[src/rtl/shift_right_iterative_32_pkg.sv]
// Shared definitions for the iterative right shifter.
// Holds the FSM state encoding, datapath widths and the set of legal
// per-cycle step sizes (kept here so a future left-shift variant can reuse them).
package shift_right_iterative_32_pkg;

  localparam int DATA_W       = 32;
  localparam int SHAMT_W      = 5;
  localparam int STEP_DEFAULT = 4;

  typedef enum logic [1:0] {
    S_IDLE  = 2'd0,
    S_SHIFT = 2'd1,
    S_DONE  = 2'd2
  } state_t;

  // Legal per-cycle step sizes are 1, 2, 4 and 8.
  function automatic bit step_is_legal(input int step);
    return (step == 1) || (step == 2) || (step == 4) || (step == 8);
  endfunction

endpackage

[src/rtl/shift_right_step.sv]
// One combinational right-shift step.
// Ports:
//   work    in  32  word to shift
//   amt     in  5   shift amount for this step (0..STEP)
//   fill    in  1   value shifted into the vacated top bits
//   shifted out 32  work >> amt with the top amt bits equal to fill
module shift_right_step (
  input  logic [31:0] work,
  input  logic [4:0]  amt,
  input  logic        fill,
  output logic [31:0] shifted
);

  // Inverting around a logical shift turns the zero fill into a ones fill,
  // so a single shifter serves both fill values.
  always_comb begin
    if (fill) begin
      shifted = ~((~work) >> amt);
    end else begin
      shifted = work >> amt;
    end
  end

endmodule

[src/rtl/shift_right_iterative_32.sv]
// Multi-cycle 32-bit right shifter (logical or arithmetic) for the ALU path.
// Shifts at most STEP bits per cycle under a start/done handshake.
// Ports:
//   clk_i    in  1   clock, rising edge
//   rst_i    in  1   asynchronous active-high reset
//   start_i  in  1   request, accepted only when idle
//   data_i   in  32  operand, sampled on accepted start
//   shamt_i  in  5   shift amount 0..31, sampled on accepted start
//   arith_i  in  1   1 = sign fill, 0 = zero fill, sampled on accepted start
//   busy_o   out 1   high while shifting and in the done cycle
//   done_o   out 1   one-cycle pulse, data_o valid from this cycle
//   data_o   out 32  last result, held until the next done_o
module shift_right_iterative_32
  import shift_right_iterative_32_pkg::*;
#(
  parameter int STEP = STEP_DEFAULT
) (
  input  logic        clk_i,
  input  logic        rst_i,
  input  logic        start_i,
  input  logic [31:0] data_i,
  input  logic [4:0]  shamt_i,
  input  logic        arith_i,
  output logic        busy_o,
  output logic        done_o,
  output logic [31:0] data_o
);

  // An illegal STEP falls back to the default rather than building a
  // shifter with an unsupported stride.
  localparam int         STEP_EFF = step_is_legal(STEP) ? STEP : STEP_DEFAULT;
  localparam logic [4:0] STEP_AMT = 5'(STEP_EFF);

  state_t      state;
  state_t      state_next;
  logic [31:0] work;
  logic [31:0] work_next;
  logic [31:0] shifted;
  logic [31:0] result;
  logic [4:0]  rem;
  logic [4:0]  rem_next;
  logic [4:0]  rem_after;
  logic [4:0]  amt;
  logic        sign;
  logic        sign_next;

  // amt never exceeds rem, so rem cannot underflow.
  assign amt       = (rem < STEP_AMT) ? rem : STEP_AMT;
  assign rem_after = rem - amt;

  shift_right_step u_step (
    .work    (work),
    .amt     (amt),
    .fill    (sign),
    .shifted (shifted)
  );

  always_ff @(posedge clk_i or posedge rst_i) begin
    if (rst_i) begin
      state <= S_IDLE;
    end else begin
      state <= state_next;
    end
  end

  always_comb begin
    state_next = state;
    case (state)
      S_IDLE: begin
        if (start_i) begin
          state_next = (shamt_i != 5'd0) ? S_SHIFT : S_DONE;
        end
      end
      S_SHIFT: begin
        if (rem_after == 5'd0) begin
          state_next = S_DONE;
        end
      end
      S_DONE:  state_next = S_IDLE;
      default: state_next = S_IDLE;
    endcase
  end

  always_comb begin
    busy_o = (state != S_IDLE);
    done_o = (state == S_DONE);
  end

  // Operands are only captured in IDLE, so a start while busy cannot
  // disturb an operation in flight. The sign bit is frozen at capture.
  always_comb begin
    work_next = work;
    rem_next  = rem;
    sign_next = sign;
    case (state)
      S_IDLE: begin
        if (start_i) begin
          work_next = data_i;
          rem_next  = shamt_i;
          sign_next = arith_i & data_i[31];
        end
      end
      S_SHIFT: begin
        work_next = shifted;
        rem_next  = rem_after;
      end
      default: begin
        work_next = work;
      end
    endcase
  end

  // The result register is loaded on the edge that enters DONE so that
  // data_o is already valid in the cycle done_o is high.
  always_ff @(posedge clk_i or posedge rst_i) begin
    if (rst_i) begin
      work   <= '0;
      rem    <= '0;
      sign   <= 1'b0;
      result <= '0;
    end else begin
      work <= work_next;
      rem  <= rem_next;
      sign <= sign_next;
      if ((state_next == S_DONE) && (state != S_DONE)) begin
        result <= work_next;
      end
    end
  end

  assign data_o = result;

endmodule

[config.mk]
export PLATFORM = sky130hd
export DESIGN_NAME = shift_right_iterative_32
export DESIGN_NICKNAME = d
export VERILOG_FILES = /design/src/rtl/shift_right_iterative_32_pkg.sv /design/src/rtl/shift_right_step.sv /design/src/rtl/shift_right_iterative_32.sv
export SDC_FILE = /design/constraint.sdc
export NUM_CORES = 1
export LEC_CHECK = 0
export BUFFER_PORTS_ARGS = -buffer_cell sky130_fd_sc_hd__buf_4
export CAP_MARGIN = 20
export CORE_UTILIZATION = 55
export CTS_CLUSTER_SIZE = 24
export DETAILED_ROUTE_END_ITERATION = 16
export GPL_TIMING_DRIVEN = 0
export PLACE_DENSITY = 0.8
export SLEW_MARGIN = 20
export SYNTH_ARGS = -nofsm -noshare
export SYNTH_HDL_FRONTEND = slang
export SYNTH_HIERARCHICAL = 1
export SYNTH_SLANG_ARGS = --single-unit
[constraint.sdc]
create_clock -name clk_i -period 4.1 [get_ports clk_i]
set_clock_uncertainty 0.05 [all_clocks]
set_input_delay 0 -clock clk_i [delete_from_list [all_inputs] [get_ports clk_i]]
set_output_delay 0 -clock clk_i [all_outputs]
set_load 0.1 [all_outputs]
Yosys cells after proc, flatten, opt, wreduce, memory -nomap -nowiden --
Cells that the tools add are included.
Storage, ports and cells: bits in registers 72, latch bits 0, bits in writable memories 0, bits in read-only memories 0, output and inout bits 34, logic and storage cells 35, memories kept 0
Cells by class: $add $sub $neg 1, $mul 0, div/mod/pow operators 0, magnitude comparators 1, equal/unequal tests 5, shift operators 2, muxes and demuxes 10, bitwise operators 3, reductions and logical operators 8
Operators with widths (count):
- 32-bit two-way mux | 2
- 32-bit inverter | 2
- 32-bit case mux with 2 select lines | 1
- 32-bit by 5-bit >> shifter with 32-bit output | 2
- 5-bit two-way mux | 2
- 5-bit case mux with 2 select lines | 1
- 2-bit two-way mux | 3
- 5-bit zero test | 1
- 5-bit by 3-bit < comparator with 1-bit output (second input constant) | 1
- 5-bit nonzero test | 1
- 5-bit subtractor | 1
- 2-bit equality test (second input constant) | 2
- 2-bit != test (second input constant) | 2
- 2-bit case mux with 2 select lines | 1
- 2-bit AND reduction | 2
- 2-bit nonzero test | 2
- 2-bit by 1-bit equality test with 1-bit output (second input constant) | 1
- 2-bit zero test | 1
- 1-bit bitwise AND | 1
- 1-bit logical AND | 1

Depth between registers and ports, before layout --
word-level depth 8, gate-level depth with buffers 13

By module --
Netlist, hierarchy kept.
By module, submodules not included:
- shift_right_iterative_32 | times used 1, cells each 313, area an instance 3514.6 um^2
- shift_right_step | times used 1, cells each 302, area an instance 2290.9 um^2

Least setup slack after synthesis --
Ideal clock, no wire load.
kind reg2reg, start point reg rem[4], end point reg result[15], in the netlist data_o[15], setup time 0.125 ns, arrival 2.877 ns, data required time 3.925 ns, setup slack 1.047 ns, cell stages (with the launch flop) 13, buffers on the path 2, clock period less this slack 3.053 ns, cell sequence dfrtp_1 or3_1 clkbuf_1 nor2_1 buf_2 mux4_2 mux2i_1 nor2_1 nor3_1 a21oi_1 a22oi_1 o21ai_0 mux2_4
Between the ends: elaborated cells between the ends (all ways) 13, those cells by class add/sub (1); order compare (1); eq/ne (1); shift (2); mux (5); bitwise (1); reduce/logical (2)
RTL lines:
- from (decl) | line shift_right_iterative_32.sv:40 | logic [4:0] rem;
- from (signal assigned) | line shift_right_iterative_32.sv:123 | rem <= rem_next;
- 5-bit by 3-bit < comparator with 1-bit output * | line shift_right_iterative_32.sv:48 | assign amt = (rem < STEP_AMT) ? rem : STEP_AMT;
- 5-bit two-way mux * | line shift_right_iterative_32.sv:48
- via amt[2] | line shift_right_iterative_32.sv:43 | logic [4:0] amt;
- 32-bit by 5-bit >> shifter with 32-bit output | line shift_right_step.sv:18 | shifted = ~((~work) >> amt);
- 32-bit inverter | line shift_right_step.sv:18
- 32-bit two-way mux * | line shift_right_step.sv:17 | if (fill) begin
- via shifted[15] | line shift_right_iterative_32.sv:38 | logic [31:0] shifted;
- 32-bit case mux with 2 select lines * | line shift_right_iterative_32.sv:95 | case (state)
- via work_next[15] | line shift_right_iterative_32.sv:37 | logic [31:0] work_next;
- to (signal assigned) | line shift_right_iterative_32.sv:126 | result <= work_next;
- to (decl) | line shift_right_iterative_32.sv:39 | logic [31:0] result;
Mark *: on every way through the listed nets, which the timed path passes. The rest lies on a longest branch. A chain may end at the register's enable or synchronous reset.

Final worst setup path --
start point reg rem[4], end point reg result[16], in the netlist data_o[16]
Same word-level chain as after synthesis.

==> summary.txt <==
Outcome
  – Result of the run: complete, no violations

Timing
  – Minimum setup slack in the final design: 0.1732 ns
  – Final worst path period share: 95.77%
  – Final sum of negative setup slack: 0 ns
  – Final setup violation count: 0
  – Rel. slew slack: 53.63%
  – Actual transition at the worst max-transition pin: 0.6956 ns
  – Post-Route Hold Slack: 0.02005 ns
  – RSZ-0062 raised after global routing: no
  – Fmax achieved: 254.7 MHz
  – Time the final worst path needs with I/O delays and setup: 3.927 ns
  – Final max-slew violation count: 0
  – Final Hold Viols: 0

Min path
  – Worst Hold Path EP: work[0]
  – Hold Crit Class: input port to register
  – Hold wc startpoint: data_i[0]
  – Hold Path Stages: 3

Synthesis
  – Number of distinct library cells after synthesis: 66
  – Avg Cell Area, Syn: 9.440 sq um
  – Cells taking the most area after synthesis: sky130_fd_sc_hd__dfrtp_1 31%, sky130_fd_sc_hd__mux2_4 7.5%, sky130_fd_sc_hd__mux2i_1 6.6%, sky130_fd_sc_hd__mux4_2 6.2%, sky130_fd_sc_hd__a22oi_1 4.7%
  – Cell count after synthesis: 615
  – Cell taking the most area after synthesis: sky130_fd_sc_hd__dfrtp_1
  – Predominant post-synthesis flop cell: sky130_fd_sc_hd__dfrtp_1
  – FF+latch count, synth: 72
  – EDFF count, synth: 0
  – Fraction of the yosys area taken by sequential cells: 31.03%
  – Total of warnings raised by yosys: 6
  – Cell area after synthesis: 5806 sq um
  – FFs w/ async S/R, synth: 100.0%
  – Share of the synthesized area in the top cell type: 31.03%

Setup path
  – CP max FO: 10
  – Ordered list of cells on the worst path: or3_1, clkbuf_1, nor2_2, buf_2, mux4_2, mux2i_1, nor2_1, a21oi_1, o21ai_1, a22oi_1, o21ai_0, mux2_4
  – Largest stage delay on the critical path: 0.58 ns
  – CP Class: register to register
  – R2R cell count: 12
  – Reg2Reg Setup Slack: 0.17 ns
  – Critical path data required time: 4.31 ns
  – Critical register-to-register path startpoint: rem[4]
  – Critical path capture point type: register
  – Type of origin of the critical path: register
  – Signal arrival time at the worst endpoint: 4.14 ns
  – CP max stage cell: sky130_fd_sc_hd__mux4_2
  – Reg2reg end: data_o[16]

CTS
  – CTS clock-pin slew for the worst setup and hold paths: 0.09 ns
  – Htree depth: 3
  – Buffers from clock root to sink, at most: 2
  – Number of sinks driven by the clock tree: 72
  – Cell at the root of the clock tree: sky130_fd_sc_hd__clkbuf_8
  – Worst skew pair latency: 0.39 ns
  – Inserted Clock Buffers: 9
  – Clock tree from TritonCTS: built

Floorplan
  – Core region area: 10280 sq um
  – Chip Height: 104.7 um
  – Io pins: 75
  – Rows: 37
  – Total Die Area: 10970 sq um
  – Die boundary width: 104.7 um
  – Effective utilization at floorplan: 56.49%

Place
  – HPWL after detailed placement: 15860 um
  – Placed cell count: 827
  – Worst slack after detailed placement: 0.2152 ns
  – Port buffer count: 74
  – Final weighted congestion in routability-driven placement: 1.095
  – Post-place instance area: 6558 sq um

Power
  – Final Power: 6.800 mW
  – Worst IR Drop VDD: 0.0007870 V
  – Static leakage: 3.165 nW
  – Power density over cell area: 952.2 nW/um^2

Routing
  – Post-DR wirelength/cell: 24.99 um
  – Overall via count from detail_route: 6020
  – Number of nets with antenna violations after routing: 0
  – Routed wire length: 21990 um
  – DRC violation count after routing: 0
  – Pre-Repair DR Iteration Count: 7
  – Number of DRC markers in iteration 0: 783
  – Drt via density: 6.841

Final layout
  – Area of all placed cells without fillers: 7141 sq um
  – Antenna cell count: 0
  – Fraction of layout instances using a drive strength above 1: 25.54%
  – Area Growth Syn to Fin: 23.00%
  – Fin util: 69.48%
  – Number of nets in the layout: 781
  – Final instance count without filler cells: 880

Global route
  – Maximum number of pins on one net before global-route repair: 46
  – Number of global-route vias before repair: 5914
  – GR Overflow Total: 0
  – Total routing usage reported by global routing: 41.30%
  – Initial antenna violation count: 0
  – Global-route wire length before repair: 33990 um

Run
  – Total of max-cap violations: 0
timing repair:
action,in CTS,in global routing
hold buffers,36,1
hold endpoints to repair,107,1
resized for setup,0,1
buffers inserted,0,0
endpoints found under the setup margin,0,2
layout by cell type (no fill, tap or decap), drive strengths merged, types with 5 or more instances in the layout:
cell / netlist / layout
nand3: 5 / 5
o21ai: 54 / 54
a21oi: 51 / 51
o22ai: 7 / 7
a31oi: 5 / 5
clkbuf: 34 / 44
o2bb2ai: 6 / 6
nand2b: 9 / 9
nor2b: 42 / 42
nor2: 45 / 45
o211ai: 5 / 5
a22oi: 37 / 37
mux4: 16 / 16
a211oi: 6 / 6
mux2i: 39 / 39
nand2: 33 / 33
buf: 24 / 99
dfrtp: 72 / 72
nor3: 10 / 10
a221oi: 9 / 9
inv: 8 / 11
mux2: 47 / 47
dlygate4sd3: 0 / 37
worst max path at each step:
stage	slack [ns]	start	to	depth (start not counted)
after floorplan	1.05	rem[4]	data_o[15]	12
after global placement	0.29	rem[4]	data_o[16]	12
after detailed placement	0.22	rem[4]	data_o[16]	12
after CTS	0.18	rem[4]	data_o[16]	12
after global routing	0.03	rem[4]	data_o[16]	12
final	0.17	rem[4]	data_o[16]	12
critical path: cells and delay by family (launching register included):
kind,cells,cell delay (ns)
buffers and inverters,2,0.54
AO/OA/AOI/OAI,4,0.76
multiplexers,3,1.22
AND/OR/NAND/NOR,3,0.75
flip-flops,1,0.47
state kept, by name, indices dropped and copies added (netlist names):
register	flops
rem	5
state	2
work	32
sign	1
data_o	32
kinds of logic after synthesis:
group,share of synthesized area [%]
muxes,23.99
buffers and inverters,6.056
adders and majority gates,0.2155
DFF,31.03
and+or+nand+nor,13.73
AOI/OAI and AO/OA,24.85
other,0.1294
synthesized netlist by cell type, types with 4 or more instances:
library cell                number
sky130_fd_sc_hd__a211oi_1        4
sky130_fd_sc_hd__a21oi_1        51
sky130_fd_sc_hd__a221oi_1        5
sky130_fd_sc_hd__a221oi_2        4
sky130_fd_sc_hd__a22oi_1        36
sky130_fd_sc_hd__a31oi_1         5
sky130_fd_sc_hd__buf_2          11
sky130_fd_sc_hd__buf_4           6
sky130_fd_sc_hd__buf_6           5
sky130_fd_sc_hd__clkbuf_1       34
sky130_fd_sc_hd__dfrtp_1        72
sky130_fd_sc_hd__inv_1           6
sky130_fd_sc_hd__mux2_1          5
sky130_fd_sc_hd__mux2_2         13
sky130_fd_sc_hd__mux2_4         29
sky130_fd_sc_hd__mux2i_1        38
sky130_fd_sc_hd__mux4_2         16
sky130_fd_sc_hd__nand2_1        33
sky130_fd_sc_hd__nand2b_1        9
sky130_fd_sc_hd__nand3_1         5
sky130_fd_sc_hd__nor2_1         43
sky130_fd_sc_hd__nor2b_1        42
sky130_fd_sc_hd__nor3_1         10
sky130_fd_sc_hd__o211ai_1        5
sky130_fd_sc_hd__o21ai_0        49
sky130_fd_sc_hd__o21ai_1         5
sky130_fd_sc_hd__o221ai_1        4
sky130_fd_sc_hd__o22a_1          4
sky130_fd_sc_hd__o22ai_1         7
sky130_fd_sc_hd__o2bb2ai_1       6
routing by layer:
metal  share of wire, %  GRT usage [%]  up-vias
li1                   -              -     2551
met1                 38          53.36     2861
met2                 44          62.20      496
met3                 13          13.66      112
met4                5.2          20.22        0
met5                  0              0        -
power by group:
part	internal [mW]	total, mW	switching (mW)	leakage (nW)
registers	1.03	1.43	0.402	0.913
clock network	0.305	0.630	0.325	0.104
logic	1.60	4.74	3.13	2.15
total	2.94	6.80	3.86	3.17
cell type report:
class,instances,area [sq um]
timing repair buffer,112,945.9
tap,136,170.2
inverter,8,35.03
clock inverter,6,72.57
multi-input combinational,478,3659
buffer,58,319.1
sequential,72,1802
clock buffer,10,137.6
fill,773,3137
No activity file was read; power rests on OpenSTA's default activity.
